## src/rtl/grid_cell_ctrl.sv

```systemverilog
// grid_cell_ctrl
// Sequencer for the 12x12 board-state RAM write port. Three requesters share it:
// board clear (highest priority), ship placement and incoming shots. Placement
// and shot are served round-robin. Each one runs as a fixed-latency
// read-modify-write: IDLE -> RD -> CHK -> WR -> ACK.
//
// Ports
//   clk, rst_n                 clock, asynchronous active-low reset
//   clear_req / clear_done     clear all valid cells to EMPTY / one-cycle completion pulse
//   place_req, place_x/y       place-ship request (level) and target cell
//   place_ack, place_ok        completion pulse; ok = cell was EMPTY and is now MYSHIP
//   shot_req, shot_x/y         shot request (level) and target cell
//   shot_ack, shot_ok          completion pulse; ok = cell status changed
//   shot_result                cell status after the shot
//   mem_addr/we/wdata          RAM write/read port, address {x, y}
//   mem_rdata                  RAM read data, valid one cycle after mem_addr
//   busy                       high whenever the sequencer is not idle
//
// Cell status: 00 EMPTY, 01 MYSHIP, 10 MISS, 11 HIT.
module grid_cell_ctrl #(
    parameter int GRID_ROWS    = 12,
    parameter int GRID_COLUMNS = 12
) (
    input  logic       clk,
    input  logic       rst_n,
    input  logic       clear_req,
    output logic       clear_done,
    input  logic       place_req,
    input  logic [3:0] place_x,
    input  logic [3:0] place_y,
    output logic       place_ack,
    output logic       place_ok,
    input  logic       shot_req,
    input  logic [3:0] shot_x,
    input  logic [3:0] shot_y,
    output logic       shot_ack,
    output logic       shot_ok,
    output logic [1:0] shot_result,
    output logic [7:0] mem_addr,
    output logic       mem_we,
    output logic [1:0] mem_wdata,
    input  logic [1:0] mem_rdata,
    output logic       busy
);

    typedef enum logic [2:0] {
        ST_IDLE = 3'd0,
        ST_RD   = 3'd1,
        ST_CHK  = 3'd2,
        ST_WR   = 3'd3,
        ST_ACK  = 3'd4,
        ST_CLR  = 3'd5,
        ST_DONE = 3'd6
    } state_t;

    localparam logic [1:0] CELL_EMPTY  = 2'b00;
    localparam logic [1:0] CELL_MYSHIP = 2'b01;
    localparam logic [1:0] CELL_MISS   = 2'b10;
    localparam logic [1:0] CELL_HIT    = 2'b11;

    localparam logic [4:0] COL_LIM = 5'(GRID_COLUMNS);
    localparam logic [4:0] ROW_LIM = 5'(GRID_ROWS);
    localparam logic [3:0] X_LAST  = 4'(GRID_COLUMNS - 1);
    localparam logic [3:0] Y_LAST  = 4'(GRID_ROWS - 1);

    // Update rule for one cell: returns {write_needed, ok, new_status, reported_status}.
    function automatic logic [5:0] cell_update(input logic is_shot, input logic [1:0] cur);
        logic [5:0] r;
        r = {1'b0, 1'b0, CELL_EMPTY, cur};
        if (!is_shot) begin
            if (cur == CELL_EMPTY) begin
                r = {1'b1, 1'b1, CELL_MYSHIP, CELL_MYSHIP};
            end else begin
                r = {1'b0, 1'b0, CELL_EMPTY, cur};
            end
        end else begin
            case (cur)
                CELL_EMPTY:  r = {1'b1, 1'b1, CELL_MISS, CELL_MISS};
                CELL_MYSHIP: r = {1'b1, 1'b1, CELL_HIT, CELL_HIT};
                default:     r = {1'b0, 1'b0, CELL_EMPTY, cur};
            endcase
        end
        return r;
    endfunction

    state_t     state_q, state_d;
    logic       last_shot_q, last_shot_d;     // 1 = shot was granted last
    logic       op_shot_q, op_shot_d;         // granted operation is a shot
    logic [3:0] x_q, x_d, y_q, y_d;           // latched target cell
    logic       ok_q, ok_d;
    logic [1:0] res_q, res_d;
    logic [3:0] clr_x_q, clr_x_d, clr_y_q, clr_y_d;
    logic [7:0] mem_addr_q, mem_addr_d;
    logic       mem_we_q, mem_we_d;
    logic [1:0] mem_wdata_q, mem_wdata_d;
    logic       place_ack_q, place_ack_d, place_ok_q, place_ok_d;
    logic       shot_ack_q, shot_ack_d, shot_ok_q, shot_ok_d;
    logic [1:0] shot_result_q, shot_result_d;
    logic       clear_done_q, clear_done_d;
    logic       busy_q, busy_d;

    logic       grant_shot_s;
    logic [3:0] gx_s, gy_s;
    logic       in_range_s;
    logic [5:0] upd_s;

    // Grant selection and range check for the IDLE decision.
    always_comb begin
        // On a tie the requester not served last wins.
        grant_shot_s = shot_req && !(place_req && last_shot_q);
        gx_s         = grant_shot_s ? shot_x : place_x;
        gy_s         = grant_shot_s ? shot_y : place_y;
        in_range_s   = ({1'b0, gx_s} < COL_LIM) && ({1'b0, gy_s} < ROW_LIM);
        upd_s        = cell_update(op_shot_q, mem_rdata);
    end

    // Next-state and registered-output computation.
    always_comb begin
        state_d       = state_q;
        last_shot_d   = last_shot_q;
        op_shot_d     = op_shot_q;
        x_d           = x_q;
        y_d           = y_q;
        ok_d          = ok_q;
        res_d         = res_q;
        clr_x_d       = clr_x_q;
        clr_y_d       = clr_y_q;
        mem_addr_d    = mem_addr_q;
        mem_we_d      = 1'b0;
        mem_wdata_d   = CELL_EMPTY;
        place_ack_d   = 1'b0;
        place_ok_d    = 1'b0;
        shot_ack_d    = 1'b0;
        shot_ok_d     = 1'b0;
        shot_result_d = 2'b00;
        clear_done_d  = 1'b0;

        case (state_q)
            ST_IDLE: begin
                if (clear_req) begin
                    state_d     = ST_CLR;
                    clr_x_d     = 4'd0;
                    clr_y_d     = 4'd0;
                    mem_addr_d  = 8'h00;
                    mem_we_d    = 1'b1;
                end else if (place_req || shot_req) begin
                    last_shot_d = grant_shot_s;
                    op_shot_d   = grant_shot_s;
                    x_d         = gx_s;
                    y_d         = gy_s;
                    if (in_range_s) begin
                        state_d    = ST_RD;
                        mem_addr_d = {gx_s, gy_s};
                    end else begin
                        // Off-board cell: acknowledge with ok=0 and never touch the RAM.
                        state_d     = ST_ACK;
                        place_ack_d = !grant_shot_s;
                        shot_ack_d  = grant_shot_s;
                    end
                end else begin
                    state_d = ST_IDLE;
                end
            end
            ST_RD: begin
                state_d = ST_CHK;
            end
            ST_CHK: begin
                state_d     = ST_WR;
                ok_d        = upd_s[4];
                res_d       = upd_s[1:0];
                mem_addr_d  = {x_q, y_q};
                mem_we_d    = upd_s[5];
                mem_wdata_d = upd_s[5] ? upd_s[3:2] : CELL_EMPTY;
            end
            ST_WR: begin
                state_d       = ST_ACK;
                place_ack_d   = !op_shot_q;
                place_ok_d    = !op_shot_q && ok_q;
                shot_ack_d    = op_shot_q;
                shot_ok_d     = op_shot_q && ok_q;
                shot_result_d = op_shot_q ? res_q : 2'b00;
            end
            ST_ACK: begin
                state_d = ST_IDLE;
            end
            ST_CLR: begin
                // Sweep y inner, x outer; only on-board cells are ever addressed.
                if ((clr_x_q == X_LAST) && (clr_y_q == Y_LAST)) begin
                    state_d      = ST_DONE;
                    clear_done_d = 1'b1;
                    clr_x_d      = 4'd0;
                    clr_y_d      = 4'd0;
                end else if (clr_y_q == Y_LAST) begin
                    clr_x_d    = clr_x_q + 4'd1;
                    clr_y_d    = 4'd0;
                    mem_addr_d = {clr_x_q + 4'd1, 4'd0};
                    mem_we_d   = 1'b1;
                end else begin
                    clr_y_d    = clr_y_q + 4'd1;
                    mem_addr_d = {clr_x_q, clr_y_q + 4'd1};
                    mem_we_d   = 1'b1;
                end
            end
            ST_DONE: begin
                state_d = ST_IDLE;
            end
            default: begin
                state_d = ST_IDLE;
            end
        endcase

        busy_d = (state_d != ST_IDLE);
    end

    // State, context and output registers.
    always_ff @(posedge clk or negedge rst_n) begin
        if (!rst_n) begin
            state_q       <= ST_IDLE;
            last_shot_q   <= 1'b1;
            op_shot_q     <= 1'b0;
            x_q           <= 4'd0;
            y_q           <= 4'd0;
            ok_q          <= 1'b0;
            res_q         <= 2'b00;
            clr_x_q       <= 4'd0;
            clr_y_q       <= 4'd0;
            mem_addr_q    <= 8'h00;
            mem_we_q      <= 1'b0;
            mem_wdata_q   <= 2'b00;
            place_ack_q   <= 1'b0;
            place_ok_q    <= 1'b0;
            shot_ack_q    <= 1'b0;
            shot_ok_q     <= 1'b0;
            shot_result_q <= 2'b00;
            clear_done_q  <= 1'b0;
            busy_q        <= 1'b0;
        end else begin
            state_q       <= state_d;
            last_shot_q   <= last_shot_d;
            op_shot_q     <= op_shot_d;
            x_q           <= x_d;
            y_q           <= y_d;
            ok_q          <= ok_d;
            res_q         <= res_d;
            clr_x_q       <= clr_x_d;
            clr_y_q       <= clr_y_d;
            mem_addr_q    <= mem_addr_d;
            mem_we_q      <= mem_we_d;
            mem_wdata_q   <= mem_wdata_d;
            place_ack_q   <= place_ack_d;
            place_ok_q    <= place_ok_d;
            shot_ack_q    <= shot_ack_d;
            shot_ok_q     <= shot_ok_d;
            shot_result_q <= shot_result_d;
            clear_done_q  <= clear_done_d;
            busy_q        <= busy_d;
        end
    end

    assign mem_addr    = mem_addr_q;
    assign mem_we      = mem_we_q;
    assign mem_wdata   = mem_wdata_q;
    assign place_ack   = place_ack_q;
    assign place_ok    = place_ok_q;
    assign shot_ack    = shot_ack_q;
    assign shot_ok     = shot_ok_q;
    assign shot_result = shot_result_q;
    assign clear_done  = clear_done_q;
    assign busy        = busy_q;

endmodule

```

## config.mk

```make
export PLATFORM = sky130hd
export DESIGN_NAME = grid_cell_ctrl
export DESIGN_NICKNAME = d
export VERILOG_FILES = /design/src/rtl/grid_cell_ctrl.sv
export SDC_FILE = /design/constraint.sdc
export NUM_CORES = 1
export LEC_CHECK = 0
export CAP_MARGIN = 20
export CORE_AREA = 2 2 80 82
export CTS_CLUSTER_DIAMETER = 40
export CTS_CLUSTER_SIZE = 25
export DETAILED_ROUTE_END_ITERATION = 10
export DIE_AREA = 0 0 82 84
export HOLD_SLACK_MARGIN = 0.02
export PLACE_DENSITY = 0.65
export SETUP_SLACK_MARGIN = 0.4
export SLEW_MARGIN = 5
export SYNTH_ARGS = -nofsm -noshare
export SYNTH_HDL_FRONTEND = slang
export SYNTH_SLANG_ARGS = --single-unit
export TNS_END_PERCENT = 10
```

## constraint.sdc

```tcl
create_clock -name clk -period 2.54 [get_ports clk]
set_clock_uncertainty 0.2 [all_clocks]
set_input_delay 0.381 -clock clk [delete_from_list [all_inputs] [get_ports clk]]
set_output_delay 0.381 -clock clk [all_outputs]
set_load 0.005 [all_outputs]
```

==> run_summary.xml <==
<?xml version="1.0" encoding="UTF-8"?>
<metrics>
  <group name="global_routing">
    <metric name="grt_start_max_net_pins" unit="">44</metric>
    <metric name="grt.total_usage" unit="%">16.46</metric>
    <metric name="grt_pass1_wl" unit="mm">8.659</metric>
    <metric name="gr-total-overflow" unit="">0</metric>
    <metric name="antenna_found_initial" unit="">0</metric>
    <metric name="first_global_vias" unit="">1801</metric>
  </group>
  <group name="cts">
    <metric name="cts.reportedPaths.clkPinSlew" unit="ps">80</metric>
    <metric name="cts_tree" unit="">yes</metric>
    <metric name="tritoncts_num_sinks" unit="">43</metric>
    <metric name="cts_made_buffers" unit="">5</metric>
    <metric name="root_buffer" unit="">clkbuf_8</metric>
    <metric name="worstSkewPairLatency" unit="ps">300</metric>
    <metric name="h-tree-depth" unit="">2</metric>
    <metric name="clock_path_buffers" unit="">2</metric>
  </group>
  <group name="yosys">
    <metric name="number_of_storage_elements_in_the_synthesis_netlist" unit="">43</metric>
    <metric name="synth_edf_count" unit="">0</metric>
    <metric name="mappedNetlistArea" unit="sq um">2247</metric>
    <metric name="async_reset_ff_share" unit="%">100.0</metric>
    <metric name="synth_area_leaders" unit="">dfrtp_1 (47%), mux2_4 (4.7%), nand2_1 (4.2%)</metric>
    <metric name="yosysWarnings" unit="">0</metric>
    <metric name="syn-num-nets" unit="">241</metric>
    <metric name="synth.lib_cells_used.distinct" unit="">51</metric>
    <metric name="synth_seq_area_share" unit="%">47.94</metric>
    <metric name="synthCells" unit="">216</metric>
    <metric name="synthDominantAreaCellType" unit="">dfrtp_1</metric>
    <metric name="synthDominantCellAreaShare" unit="%">46.77</metric>
    <metric name="syn-mean-instance-area" unit="sq um">10.40</metric>
    <metric name="yosys_most_used_dff" unit="">dfrtp_1</metric>
  </group>
  <group name="critical_path">
    <metric name="ff2ff_setup_slack" unit="ps">460</metric>
    <metric name="crit_path_frequent_cell" unit="">mux2_4</metric>
    <metric name="cp.buffers_inverters" unit="">1</metric>
    <metric name="cpPeakStageDelay" unit="ps">500</metric>
    <metric name="crit_slowest_cell" unit="">clkdlybuf4s50_1</metric>
    <metric name="worst_r2r_startpoint" unit="">clr_x_q[0]</metric>
    <metric name="critical_path_class" unit="">in -&gt; reg</metric>
    <metric name="reg2regPathDepth" unit="">5</metric>
    <metric name="critical_path.startpoint_type" unit="">primary input</metric>
    <metric name="critPathLaunch" unit="">shot_req</metric>
    <metric name="worstPathCellList" unit="">clkdlybuf4s50_1 -&gt; a21boi_4 -&gt; mux2_4 -&gt; a211o_4 -&gt; mux2_4</metric>
    <metric name="worst_ep_arrival_time" unit="ps">2140</metric>
    <metric name="kind_of_cell_adding_the_most_delay_to_the_critical_path" unit="">multiplexers</metric>
    <metric name="worstReg2RegEnd" unit="">mem_addr[4]</metric>
    <metric name="worst-path-max-fanout" unit="">9</metric>
    <metric name="critPathCaptureType" unit="">register</metric>
    <metric name="required" unit="ps">2530</metric>
  </group>
  <group name="pwr">
    <metric name="power.net_switching" unit="uW">996.8</metric>
    <metric name="pwr-share-comb" unit="%">41.1</metric>
    <metric name="power.density" unit="nW/um^2">979.5</metric>
    <metric name="total_leakage_power" unit="uW">0.001287</metric>
    <metric name="internal_power_of_the_cells" unit="uW">1893</metric>
    <metric name="power.share.clock" unit="%">19.1</metric>
    <metric name="power.sequential.fraction" unit="%">39.7</metric>
    <metric name="vdd_ir_drop_max" unit="mV">0.4258</metric>
    <metric name="p_sw_share" unit="%">34.49</metric>
  </group>
  <group name="final_layout">
    <metric name="area.growth.synth_to_final" unit="%">31.29</metric>
    <metric name="post_route_cells_drive_above_1_share" unit="%">17.54</metric>
    <metric name="antennaDiodeCount" unit="">0</metric>
    <metric name="final_cell_mix" unit="">clkdlybuf4s50_1 (40), dfrtp_1 (39), nand2_1 (25)</metric>
    <metric name="layout.cells.most_common" unit="">clkdlybuf4s50_1</metric>
    <metric name="final_net_count" unit="">292</metric>
    <metric name="filler_cell_count" unit="">601</metric>
  </group>
  <group name="worst_hold_path">
    <metric name="holdCritPathClass" unit="">reg -&gt; reg</metric>
    <metric name="whs_path_depth" unit="">2</metric>
    <metric name="min_from" unit="">x_q[1]</metric>
    <metric name="min_delay_worst_endpoint" unit="">x_q[1]</metric>
  </group>
  <group name="placed_design">
    <metric name="count_of_buffers_from_port_buffering" unit="">41</metric>
    <metric name="place_hpwl" unit="mm">3.690</metric>
    <metric name="finalWeightedCongestion" unit="">0.7894</metric>
    <metric name="pre_cts_slack" unit="ps">-17.04</metric>
  </group>
  <group name="flow_run">
    <metric name="cap_violations" unit="">0</metric>
  </group>
  <group name="floorplanning">
    <metric name="num_io_pins" unit="">42</metric>
    <metric name="fp.coreArea" unit="sq um">6096</metric>
    <metric name="die_w" unit="um">82</metric>
    <metric name="start_util" unit="%">36.86</metric>
    <metric name="chipHeight" unit="um">84</metric>
    <metric name="floorplan.rows" unit="">29</metric>
    <metric name="fp.dieArea" unit="sq um">6888</metric>
  </group>
  <group name="status">
    <metric name="outcome" unit="">completed</metric>
  </group>
  <group name="drt">
    <metric name="firstDrtPassIters" unit="">4</metric>
    <metric name="drc_errors" unit="">0</metric>
    <metric name="viasPerCell" unit="">5.267</metric>
    <metric name="routedWlPerCell" unit="um">15.25</metric>
    <metric name="final_antenna_net_count" unit="">0</metric>
    <metric name="drt-initial-drc-count" unit="">102</metric>
    <metric name="finalWirelength" unit="mm">5.260</metric>
    <metric name="vias" unit="">1817</metric>
  </group>
  <group name="sta">
    <metric name="report.final.hold_viol_count" unit="">0</metric>
    <metric name="max_slew.worst_pin.slew" unit="ps">545.3</metric>
    <metric name="setup_viol_count_final" unit="">0</metric>
    <metric name="final.period_utilization" unit="%">84.82</metric>
    <metric name="period_minus_slack" unit="ps">2154</metric>
    <metric name="rsz_0062_raised_after_global_routing" unit="">true</metric>
    <metric name="hold-worst-slack" unit="ps">290.7</metric>
    <metric name="achievable-frequency" unit="MHz">464.2</metric>
    <metric name="setup_ws" unit="ps">385.6</metric>
    <metric name="finalMaxSlewViolations" unit="">0</metric>
    <metric name="slew_headroom" unit="%">63.64</metric>
  </group>
</metrics>
==> cells in the mapped netlist, types with 4 or more instances <==
| cell type | number |
|---|---|
| nor2_1 | 11 |
| inv_1 | 5 |
| buf_6 | 4 |
| dfrtp_1 | 42 |
| o221ai_1 | 4 |
| nor3_1 | 6 |
| mux2i_1 | 8 |
| buf_2 | 5 |
| nand2_1 | 25 |
| a21oi_1 | 8 |
| o31ai_1 | 4 |
| and3_1 | 6 |
| mux2_4 | 7 |
| o21ai_0 | 18 |
==> worst min-delay path: cells and delay by family, from the launching register on <==
family / cells / cell delay [ps]
and+or+nand+nor: 1 / 50
AOI/OAI and AO/OA: 1 / 60
DFF: 1 / 350
==> flip-flops by register name (all words and copies together) (netlist names), 2 cells and up <==
name and flops:
clr_x_q 4, clr_y_q 4, mem_addr 8, mem_wdata 2, res_q 2, shot_result 2, state_q 3, x_q 4
y_q 4
==> metrics by stage <==
stage               setup TNS, ps  utilization (%)  power (uW)  std cells  area, sq um
finish                          0            48.40        2890        345         2950
CTS                             0            47.93        2870        345         2922
detailed placement         -68.90            45.36        2274        334         2765
global route                    0            48.40        3095        345         2950
global placement                0            45.36        2250        334         2765
floorplan                       0                -        1870        216         2247
==> power by group through the flow <==
stage                     registers (uW)  clock network [uW]  logic, uW
after floorplan                     1040                   0        832
after detailed placement            1140                   0       1130
final                               1150                 553       1190
after global placement              1140                   0       1110
after CTS                           1130                 567       1170
after global routing                1180                 590       1320
==> how the worst max path moves through the flow <==
stage	to	slack (ps)	cells past startpoint
4_1_cts	mem_addr[1]	390	5
6_report	mem_addr[4]	390	5
2_1_floorplan	mem_addr[0]	480	7
3_3_place_gp	mem_addr[4]	6	5
5_1_grt	mem_addr[3]	340	6
3_5_place_dp	mem_addr[1]	-20	5
==> metal layers <==
layer / track usage (%) / vias to the layer above / wire, um
li1: - / 889 / -
met1: 22.57 / 874 / 2470
met2: 25.72 / 49 / 2508
met3: 3.788 / 5 / 220
met4: 4.848 / 0 / 61
met5: 0 / - / 0
==> cell families (layout without fill, tap and decap cells) <==
family | after synthesis | after routing | synth area share, %
flip-flops | 43 | 43 | 47.94
multiplexers | 17 | 17 | 9.243
buffers and inverters | 20 | 72 | 5.122
AO/OA/AOI/OAI | 56 | 56 | 16.65
XOR/XNOR | 2 | 2 | 0.7797
adder cells (fa/ha/maj) | 2 | 2 | 1.113
AND/OR/NAND/NOR | 76 | 76 | 19.15
==> layout make-up <==
class	count	area, sq um	area share (%)
Sequential cell	43	1081	36.64
Clock buffer	6	82.58	2.799
Inverter	5	18.77	0.6361
Tap cell	77	96.34	3.265
Clock inverter	2	35.03	1.187
Multi-Input combinational cell	153	1090	36.94
Timing Repair Buffer	59	546.8	18.53
==> timing repair <==
action,in CTS,in global routing
setup endpoints to repair,8,9
pin swaps,0,1
resized for setup,4,8
setup buffers,2,0
hold buffers,1,0
hold endpoints to repair,42,0
Note: power is estimated with default switching activity, not from simulation.
